==> src/rtl/sap_ram16x8.sv <==
// sap_ram16x8: 16x8 program/data RAM fed by the MAR, with a valid/ready
// loader that fills all words from address 0 while prog is high.
//
// Ports:
//   clk, clr        clock (rising edge), async active-high reset
//   mar_addr        read/write address from the MAR (run mode)
//   bus_in          write data from the W bus (run mode)
//   ce_n, we        read strobe (active low), write enable (run mode)
//   prog            1 = program mode (loader), 0 = run mode
//   ld_valid/ld_data/ld_ready  loader byte handshake
//   ld_done         all words loaded; held until prog drops
//   ram_out/ram_oe  registered read data and its valid flag
//   parity_err      read parity mismatch (0 unless RAM_PARITY_EN)
//
// Build option: define RAM_PARITY_EN to store an even-parity bit per word
// and check it on every run-mode read.
module sap_ram16x8 #(
  parameter int DATA_W = 8,
  parameter int ADDR_W = 4
) (
  input  logic              clk,
  input  logic              clr,
  input  logic [ADDR_W-1:0] mar_addr,
  input  logic [DATA_W-1:0] bus_in,
  input  logic              ce_n,
  input  logic              we,
  input  logic              prog,
  input  logic              ld_valid,
  input  logic [DATA_W-1:0] ld_data,
  output logic              ld_ready,
  output logic              ld_done,
  output logic [DATA_W-1:0] ram_out,
  output logic              ram_oe,
  output logic              parity_err
);

  localparam int DEPTH = 1 << ADDR_W;
`ifdef RAM_PARITY_EN
  localparam int MEM_W = DATA_W + 1;
`else
  localparam int MEM_W = DATA_W;
`endif

  typedef enum logic [1:0] {
    IDLE,
    LOAD,
    DONE
  } state_t;

  state_t            state, state_nx;
  logic [ADDR_W-1:0] load_ptr, ptr_nx;
  logic              prog_q;
  logic              rdy_nx, done_nx;

  logic              run, accept;
  logic              rd_en, wr_en;
  logic [ADDR_W-1:0] wr_addr;
  logic [DATA_W-1:0] wr_data;
  logic [MEM_W-1:0]  wr_word, rd_word;

  logic [MEM_W-1:0]  mem [DEPTH];

  // Run-mode strobes only count in IDLE with prog low; anything else
  // belongs to the loader.
  assign run    = (state == IDLE) && !prog;
  assign accept = (state == LOAD) && prog
                  && ld_valid && ld_ready;

  always_comb begin
    state_nx = state;
    ptr_nx   = load_ptr;
    rdy_nx   = ld_ready;
    done_nx  = ld_done;
    case (state)
      IDLE: begin
        if (prog && !prog_q) begin
          state_nx = LOAD;
          ptr_nx   = '0;
          rdy_nx   = 1'b1;
        end
      end
      LOAD: begin
        if (!prog) begin
          state_nx = IDLE;
          ptr_nx   = '0;
          rdy_nx   = 1'b0;
        end else if (accept) begin
          ptr_nx = load_ptr + 1'b1;
          if (load_ptr == {ADDR_W{1'b1}}) begin
            state_nx = DONE;
            rdy_nx   = 1'b0;
            done_nx  = 1'b1;
          end
        end
      end
      DONE: begin
        if (!prog) begin
          state_nx = IDLE;
          done_nx  = 1'b0;
        end
      end
      default: begin
        state_nx = IDLE;
        ptr_nx   = '0;
        rdy_nx   = 1'b0;
        done_nx  = 1'b0;
      end
    endcase
  end

  always_ff @(posedge clk or posedge clr) begin
    if (clr) begin
      state    <= IDLE;
      load_ptr <= '0;
      prog_q   <= 1'b0;
      ld_ready <= 1'b0;
      ld_done  <= 1'b0;
    end else begin
      state    <= state_nx;
      load_ptr <= ptr_nx;
      prog_q   <= prog;
      ld_ready <= rdy_nx;
      ld_done  <= done_nx;
    end
  end

  // A write wins over a read on the same edge.
  assign wr_en   = (run && we) || accept;
  assign rd_en   = run && !ce_n && !we;
  assign wr_addr = accept ? load_ptr : mar_addr;
  assign wr_data = accept ? ld_data : bus_in;

`ifdef RAM_PARITY_EN
  assign wr_word = {^wr_data, wr_data};
`else
  assign wr_word = wr_data;
`endif

  assign rd_word = mem[mar_addr];

  // Array is never cleared; contents survive clr.
  always_ff @(posedge clk) begin
    if (wr_en)
      mem[wr_addr] <= wr_word;
  end

  always_ff @(posedge clk or posedge clr) begin
    if (clr) begin
      ram_out <= '0;
      ram_oe  <= 1'b0;
    end else begin
      ram_oe <= rd_en;
      if (rd_en)
        ram_out <= rd_word[DATA_W-1:0];
    end
  end

`ifdef RAM_PARITY_EN
  always_ff @(posedge clk or posedge clr) begin
    if (clr)
      parity_err <= 1'b0;
    else if (rd_en)
      parity_err <= rd_word[DATA_W]
                    ^ (^rd_word[DATA_W-1:0]);
  end
`else
  assign parity_err = 1'b0;
`endif

endmodule
==> config.mk <==
export PLATFORM = sky130hd
export DESIGN_NAME = sap_ram16x8
export DESIGN_NICKNAME = d
export VERILOG_FILES = /design/src/rtl/sap_ram16x8.sv
export SDC_FILE = /design/constraint.sdc
export NUM_CORES = 1
export LEC_CHECK = 0
export BUFFER_PORTS_ARGS = -buffer_cell sky130_fd_sc_hd__clkbuf_2
export CELL_PAD_IN_SITES_DETAIL_PLACEMENT = 0
export CELL_PAD_IN_SITES_GLOBAL_PLACEMENT = 2
export CORE_MARGIN = 5
export CORE_UTILIZATION = 49
export CTS_CLUSTER_DIAMETER = 80
export DETAILED_ROUTE_END_ITERATION = 10
export GPL_ROUTABILITY_DRIVEN = 0
export PLACE_DENSITY = 0.87
export RECOVER_POWER = 25
export SYNTH_ARGS = -nofsm -noshare
export SYNTH_HDL_FRONTEND = slang
export SYNTH_SLANG_ARGS = --single-unit
==> constraint.sdc <==
create_clock -name clk -period 3.3 [get_ports clk]
set_input_delay 0.495 -clock clk [delete_from_list [all_inputs] [get_ports clk]]
set_output_delay 0.495 -clock clk [all_outputs]
set_load 0.02 [all_outputs]
==> impl_summary.log, run 1 <==
[metrics] run status: completed
[metrics] setup repair after global routing missed its margin: no
[metrics] critical path's top delay family: simple AND/OR/NAND/NOR gates
[metrics] post-cts resize count: 0
[metrics] number of antenna violations at the first check in global routing: 0
[metrics] DR WL/cell: 22.9 um
[metrics] Layout Cell Area excl Fill: 0.00679 mm^2
[metrics] share of final-layout standard cells stronger than drive strength 1: 0.265
[metrics] DRC viols: 0
[metrics] tightest slew margin relative to the limit: 0.241
[metrics] Final period util: 0.823
[metrics] power per cell area: 614 mW/mm^2
[metrics] number of port buffers: 36
[metrics] fraction of registers with async set/reset: 0.123
[metrics] number of buffers added to fix hold violations after cts: 0
[metrics] Reg clk slew, reported paths: 0.06 ns
[metrics] number of hold violations in the final report: 0
[metrics] startpoint of the worst register-to-register path: state[1]
[metrics] total power of the final layout: 4170 uW
[metrics] Leakage: 0.00228 uW
[metrics] Die ar.: 0.0145 mm^2
[metrics] top-level port count: 38
[metrics] Final setup violation count: 0
[metrics] effective utilization at floorplan: 0.499
[metrics] count of unique library cells instantiated by Yosys: 44
[metrics] number of warnings reported in the yosys synthesis log: 0
[metrics] Worst Setup End Kind: flip-flop
[metrics] remaining global-route overflow: 0
[metrics] htree depth: 4
[metrics] Synthesized Nets: 352
[metrics] Setup CP Type: flip-flop to flip-flop
[metrics] Detail Route Antenna Nets: 0
[metrics] measured slew at the worst slew-check pin: 1.13 ns
[metrics] total global-route track usage: 0.181
[metrics] portion of the post-synthesis area used by sequential elements: 0.719
[metrics] Crit-path slowest cell: nor2_1
[metrics] number of placed instances, taps included: 500
[metrics] CTS tree: built
[metrics] First DRT Iteration DRCs: 228
[metrics] chip height: 120 um
[metrics] Min Clock Period, post-route: 2.71 ns
[metrics] Bufs on Longest Clock Path: 2
[metrics] number of buffers created by CTS: 17
[metrics] vias after detailed routing: 3112
[metrics] Post-synth top flop: edfxtp_1
[metrics] Post-CTS Setup Repair Bufs: 0
[metrics] CP cell instances: or4_4 > nor2_1 > and2_0 > a221oi_1
[metrics] routed wire length: 12200 um
[metrics] Sum Neg Setup Slack: 0 ns
[metrics] total half-perimeter wirelength after legalization and detailed placement: 8230 um
[metrics] required time of the worst setup path: 3.52 ns
[metrics] first-pass GRT wire length: 19200 um
[metrics] setup clock skew after layout: 0.0109 ns
[metrics] Crit. Startpoint: state[1]
[metrics] Pre-antenna DRT Iters: 5
[metrics] P&R area growth vs syn: 13.8%
[metrics] pin count of the biggest net entering global routing: 33
[metrics] standard-cell rows: 40
[metrics] worst slack on hold paths: 0.164 ns
[metrics] post-synthesis instance total: 325
[metrics] Avg Inst Size Synth: 18.4 um^2
[metrics] placement-stage cell area: 0.00628 mm^2
[metrics] number of global-route vias before repair: 3211
[metrics] area of the placeable core: 0.0120 mm^2
[metrics] number of standard cells in the layout, taps in and fillers out: 532
[metrics] CP startpoint kind: flip-flop
[metrics] Buffers & Inverters on Critical Path: 0
[metrics] Synth Register Bits: 146
[metrics] EDFF count, synth: 128
[metrics] largest fanout on the critical path: 18
[metrics] number of pins exceeding their max-slew limit in the final report: 0
[metrics] hold crit path type: primary input to async pin
[metrics] clock insertion delay at the later pin of the skew report: 0.41 ns
[metrics] arrival time of the worst setup path: 2.94 ns
[metrics] nets: 399
[metrics] clock sink count: 146
[metrics] floorplan die width: 120 um
[metrics] max-capacitance violation count: 0
[metrics] cell area after synthesis: 0.00597 mm^2
[metrics] biggest cell delay along the critical path: 0.86 ns
[metrics] worst-case vdd ir drop: 0.000390 V
[metrics] library cell used as clock root buffer: clkbuf_16
[metrics] vias per cell: 5.85
[metrics] maximum clock frequency: 368 MHz
[metrics] number of diodes: 0
## cells by family after synthesis
kind of cell,count (synthesis),share of synthesized area
AOI/OAI and AO/OA,41,0.0471
xor gates and xnor gates,3,0.00440
adders and majority gates,1,0.00209
buffers and inverters,23,0.0230
DFF,146,0.719
muxes,48,0.149
other,1,0.000628
and+or+nand+nor,62,0.0545
## final cells by class
| type | instances | area (um^2) |
|---|---|---|
| Tap cell | 147 | 184 |
| Timing Repair Buffer | 44 | 218 |
| Clock buffer | 20 | 437 |
| Sequential cell | 146 | 4290 |
| Multi-Input combinational cell | 156 | 1520 |
| Inverter | 7 | 26.3 |
| Fill cell | 884 | 5170 |
| Clock inverter | 12 | 111 |
## routing by layer
| layer | vias up | wire, um | track usage |
|---|---|---|---|
| li1 | 1408 | - | - |
| met1 | 1559 | 5450 | 0.264 |
| met5 | - | 0 | 0 |
| met3 | 12 | 959 | 0.0491 |
| met4 | 0 | 161 | 0.0644 |
| met2 | 133 | 5630 | 0.264 |
## cell usage after synthesis, types with 2 or more instances
| cell type | count | area [um^2] |
|---|---|---|
| a211oi_1 | 2 | 15.0 |
| a21oi_1 | 6 | 30.0 |
| a221oi_1 | 6 | 52.6 |
| a221oi_2 | 2 | 30.0 |
| a31oi_1 | 3 | 18.8 |
| and2_1 | 2 | 12.5 |
| and3_1 | 3 | 18.8 |
| buf_2 | 8 | 40.0 |
| buf_4 | 3 | 22.5 |
| buf_6 | 4 | 45.0 |
| dfrtp_1 | 18 | 450 |
| edfxtp_1 | 128 | 3840 |
| inv_1 | 7 | 26.3 |
| mux2_2 | 8 | 90.1 |
| mux2i_1 | 8 | 80.1 |
| mux4_2 | 32 | 721 |
| nand2_1 | 9 | 33.8 |
| nand2b_1 | 3 | 18.8 |
| nand3_1 | 2 | 10.0 |
| nor2_1 | 27 | 101 |
| nor3_1 | 2 | 10.0 |
| nor4_1 | 3 | 18.8 |
| o211ai_1 | 2 | 15.0 |
| o21ai_0 | 9 | 45.0 |
| o22ai_1 | 8 | 50.1 |
| xor2_1 | 2 | 17.5 |
## power by group
part,leakage [uW],switching (uW),internal (uW)
clock network,0.000256,731,1040
logic,0.000663,200,109
registers,0.00137,30.7,2060
total,0.00228,961,3210
## stage by stage
stage,worst slack (ns),util
finish,0.586,0.568
global route,0.305,0.568
CTS,0.738,0.571
detailed placement,0.435,0.525
global placement,0.569,0.525
floorplan,1.20,-
## path summary, 6_finish.rpt
kind / end / slack [ns] / cells after the start
max: ram_out[2] / 0.59 / 4
min: ram_out[1] / 0.16 / 2
max reg2reg: ram_out[2] / 0.59 / 4
min reg2reg: state[0] / 0.47 / 1
max in group asynchronous: load_ptr[3] / 2.68 / 2
min in group clk: prog_q / 0.35 / 1
## registers in the layout, indices dropped and copies added (netlist names)
signal	cells
ld_done	1
mem	128
ld_ready	1
ram_oe	1
state	2
ram_out	8
load_ptr	4
prog_q	1
## layout by cell type (no fill, tap or decap), types with 7 or more instances in the layout
cell type  netlist  final
clkbuf_16        0     17
o22ai_1          8      8
nand2_1          9      9
clkbuf_1         0     17
edfxtp_1       128    128
nor2_1          27     28
mux4_2          32     32
o21ai_0          9      9
inv_1            7      7
dfrtp_1         18     18
mux2i_1          8      8
clkbuf_2         0     24
Note: power is estimated with default switching activity, not from simulation.
==> run 2: changes to the inputs <==
--- a/config.mk
+++ b/config.mk
@@ -5,15 +5,16 @@
 export SDC_FILE = /design/constraint.sdc
 export NUM_CORES = 1
 export LEC_CHECK = 0
+export ABC_AREA = 1
 export BUFFER_PORTS_ARGS = -buffer_cell sky130_fd_sc_hd__clkbuf_2
 export CELL_PAD_IN_SITES_DETAIL_PLACEMENT = 0
 export CELL_PAD_IN_SITES_GLOBAL_PLACEMENT = 2
 export CORE_MARGIN = 5
-export CORE_UTILIZATION = 49
+export CORE_UTILIZATION = 39
 export CTS_CLUSTER_DIAMETER = 80
 export DETAILED_ROUTE_END_ITERATION = 10
 export GPL_ROUTABILITY_DRIVEN = 0
-export PLACE_DENSITY = 0.87
+export PLACE_DENSITY = 0.83
 export RECOVER_POWER = 25
 export SYNTH_ARGS = -nofsm -noshare
 export SYNTH_HDL_FRONTEND = slang
==> constraint.sdc (replaced) <==
create_clock -name clk -period 2.6 [get_ports clk]
set_input_delay 0.39 -clock clk [delete_from_list [all_inputs] [get_ports clk]]
set_output_delay 0.39 -clock clk [all_outputs]
set_load 0.02 [all_outputs]
==> impl_summary.log, run 2 <==
[metrics] First DRT Iteration DRCs: 357 (+57%)
[metrics] worst-case vdd ir drop: 0.000447 V (+15%)
[metrics] Min Clock Period, post-route: 2.10 ns (-0.613 ns)
[metrics] Detail Route Antenna Nets: 0 (unchanged)
[metrics] run status: completed
[metrics] hold crit path type: primary input to async pin
[metrics] CP startpoint kind: flip-flop
[metrics] top-level port count: 38 (unchanged)
[metrics] Post-synth top flop: edfxtp_1
[metrics] DR WL/cell: 16.6 um (-27%)
[metrics] library cell used as clock root buffer: clkbuf_16
[metrics] Sum Neg Setup Slack: 0 ns (unchanged)
[metrics] post-synthesis instance total: 674 (+110%)
[metrics] effective utilization at floorplan: 0.398 (-0.102)
[metrics] Synth Register Bits: 146 (unchanged)
[metrics] setup clock skew after layout: 0.00750 ns (-0.00338 ns)
[metrics] startpoint of the worst register-to-register path: state[0]
[metrics] CTS tree: built
[metrics] Bufs on Longest Clock Path: 2 (unchanged)
[metrics] most frequent cell after synthesis: nand2_1
[metrics] total half-perimeter wirelength after legalization and detailed placement: 10900 um (+32%)
[metrics] DRC viols: 0 (unchanged)
[metrics] Crit-path slowest cell: nor2_1
[metrics] remaining global-route overflow: 0 (unchanged)
[metrics] largest registers: mem x128, ram_out x8, load_ptr x4
[metrics] number of diodes: 0 (unchanged)
[metrics] number of antenna violations at the first check in global routing: 0 (unchanged)
[metrics] post-cts resize count: 0 (unchanged)
[metrics] measured slew at the worst slew-check pin: 1.10 ns (-0.0312 ns)
[metrics] cell taking the most area after synthesis: edfxtp_1
[metrics] area of the placeable core: 0.0166 mm^2 (+39%)
[metrics] routed wire length: 16100 um (+32%)
[metrics] biggest cell delay along the critical path: 0.50 ns (-0.36 ns)
[metrics] first-pass GRT wire length: 25200 um (+31%)
[metrics] number of warnings reported in the yosys synthesis log: 0 (unchanged)
[metrics] number of pins exceeding their max-slew limit in the final report: 0 (unchanged)
[metrics] vias per cell: 4.70 (-20%)
[metrics] count of unique library cells instantiated by Yosys: 32 (-27%)
[metrics] largest fanout on the critical path: 8 (-10)
[metrics] flip-flop count of the largest register after layout: 128 (unchanged)
[metrics] share of final-layout standard cells stronger than drive strength 1: 0.136 (-0.129)
[metrics] portion of the post-synthesis area used by sequential elements: 0.651 (-0.0678)
[metrics] htree depth: 4 (unchanged)
[metrics] Pre-antenna DRT Iters: 4 (-1)
[metrics] max-capacitance violation count: 0 (unchanged)
[metrics] most frequent cells after synthesis: nand2_1 (231), edfxtp_1 (128), inv_1 (108), nand3_1 (100), nor2_1 (21)
[metrics] most frequent cell on the critical path: nand2_1
[metrics] Reg with most FFs: mem
[metrics] clock insertion delay at the later pin of the skew report: 0.42 ns (about the same)
[metrics] nets: 762 (+91%)
[metrics] number of port buffers: 36 (unchanged)
[metrics] cell types with the largest area share after synthesis: edfxtp_1 (58%), nand2_1 (13%), nand3_1 (7.6%)
[metrics] number of hold violations in the final report: 0 (unchanged)
[metrics] Crit. Startpoint: state[0]
[metrics] leading cell type in the layout, fill and taps excluded: nand2_1
[metrics] share of the synthesized area in the top cell type: 0.583 (-0.0607)
[metrics] arrival time of the worst setup path: 2.16 ns (-0.78 ns)
[metrics] number of buffers created by CTS: 17 (unchanged)
[metrics] power per cell area: 726 mW/mm^2 (+18%)
[metrics] maximum clock frequency: 476 MHz (+29%)
[metrics] fraction of registers with async set/reset: 0.123 (unchanged)
[metrics] Setup CP Type: flip-flop to flip-flop
[metrics] Worst Setup End Kind: flip-flop
[metrics] number of global-route vias before repair: 4526 (+41%)
[metrics] chip height: 140 um (+16%)
[metrics] CP cell instances: nand2_1 > nor2_1 > nand3_1 > nand2_1 > o21ai_1 > inv_1 > nand2_1 > nor2_1
[metrics] clock sink count: 146 (unchanged)
[metrics] Synthesized Nets: 701 (+99%)
[metrics] cell area after synthesis: 0.00659 mm^2 (+10%)
[metrics] standard-cell rows: 47 (+18%)
[metrics] Post-CTS Setup Repair Bufs: 0 (unchanged)
[metrics] # fillers: 1639 (+85%)
[metrics] Avg Inst Size Synth: 9.78 um^2 (-47%)
[metrics] number of buffers added to fix hold violations after cts: 0 (unchanged)
[metrics] Reg clk slew, reported paths: 0.06 ns (about the same)
[metrics] pin count of the biggest net entering global routing: 57 (+73%)
[metrics] Final setup violation count: 0 (unchanged)
[metrics] total global-route track usage: 0.170 (-0.0113)
[metrics] setup repair after global routing missed its margin: no
[metrics] required time of the worst setup path: 2.66 ns (-0.86 ns)
[metrics] most frequent cells in the layout: nand2_1 (232), edfxtp_1 (128), inv_1 (108)
[metrics] Die ar.: 0.0196 mm^2 (+35%)
[metrics] Final period util: 0.808 (-0.0144)
[metrics] tightest slew margin relative to the limit: 0.259 (+0.0179)
[metrics] EDFF count, synth: 128 (unchanged)
[metrics] total power of the final layout: 5600 uW (+34%)
[metrics] Leakage: 0.00345 uW (+51%)
[metrics] vias after detailed routing: 4550 (+46%)
[metrics] P&R area growth vs syn: 16.9%
[metrics] floorplan die width: 140 um (+16%)
run 2: cell type report:
type / count / area, um^2 / share of cell area
clock inverter: 14 / 163 / 0.0211
inverter: 114 / 428 / 0.0555
sequential: 146 / 4290 / 0.557
multi-input combinational: 387 / 1710 / 0.221
tap: 220 / 275 / 0.0357
clock buffer: 18 / 429 / 0.0557
timing repair buffer: 69 / 414 / 0.0537
run 2: final timing paths:
| check | to | slack (ns) | cells past startpoint |
|---|---|---|---|
| hold / removal | ram_out[4] | 0.06 | 2 |
| setup reg to reg | mem[4][2] | 0.50 | 8 |
| max in group asynchronous | state[0] | 2.09 | 2 |
| setup / recovery | mem[4][2] | 0.50 | 8 |
| hold reg to reg | ram_out[5] | 0.48 | 2 |
| min in group clk | prog_q | 0.19 | 1 |
run 2: cell families (layout without fill, tap and decap cells):
kind of cell | after synthesis | after routing | share of synthesized area
and+or+nand+nor | 368 | 368 | 0.243
DFF | 146 | 146 | 0.651
buffers and inverters | 141 | 215 | 0.0856
AOI/OAI and AO/OA | 15 | 15 | 0.0156
xor gates and xnor gates | 2 | 2 | 0.00266
adders and majority gates | 1 | 1 | 0.00190
other | 1 | 1 | 0.000569
run 2: per-layer routing:
layer  global-route usage  wire length (um)  vias up
met5                    0                 0        -
met2                0.278              7910       83
met3               0.0303               504       19
li1                     -                 -     2276
met4               0.0617               297        0
met1                0.228              7410     2172
run 2: where the power goes:
group          total, uW  internal [uW]  switching [uW]
registers           2650           2620            27.7
logic                483            132             351
clock network       2460           1500             960
run 2: through the flow:
step	utilization	worst slack [ns]	instances	hold WS (ns)	area, um^2
6_report	0.465	0.499	968	0.0582	7710
5_1_grt	0.465	0.284	968	0.135	7710
4_1_cts	0.468	0.539	968	0.0597	7760
3_5_place_dp	0.433	0.419	936	0.466	7170
3_3_place_gp	0.433	0.437	936	0.466	7170
2_1_floorplan	-	0.656	674	0.329	6590
run 2: worst max-delay path, delay by kind of cell, from the launching register on:
kind	cells	cell delay, ns
simple gates	6	1.14
flops	1	0.38
compound gates	1	0.12
buf+inv	1	0.10
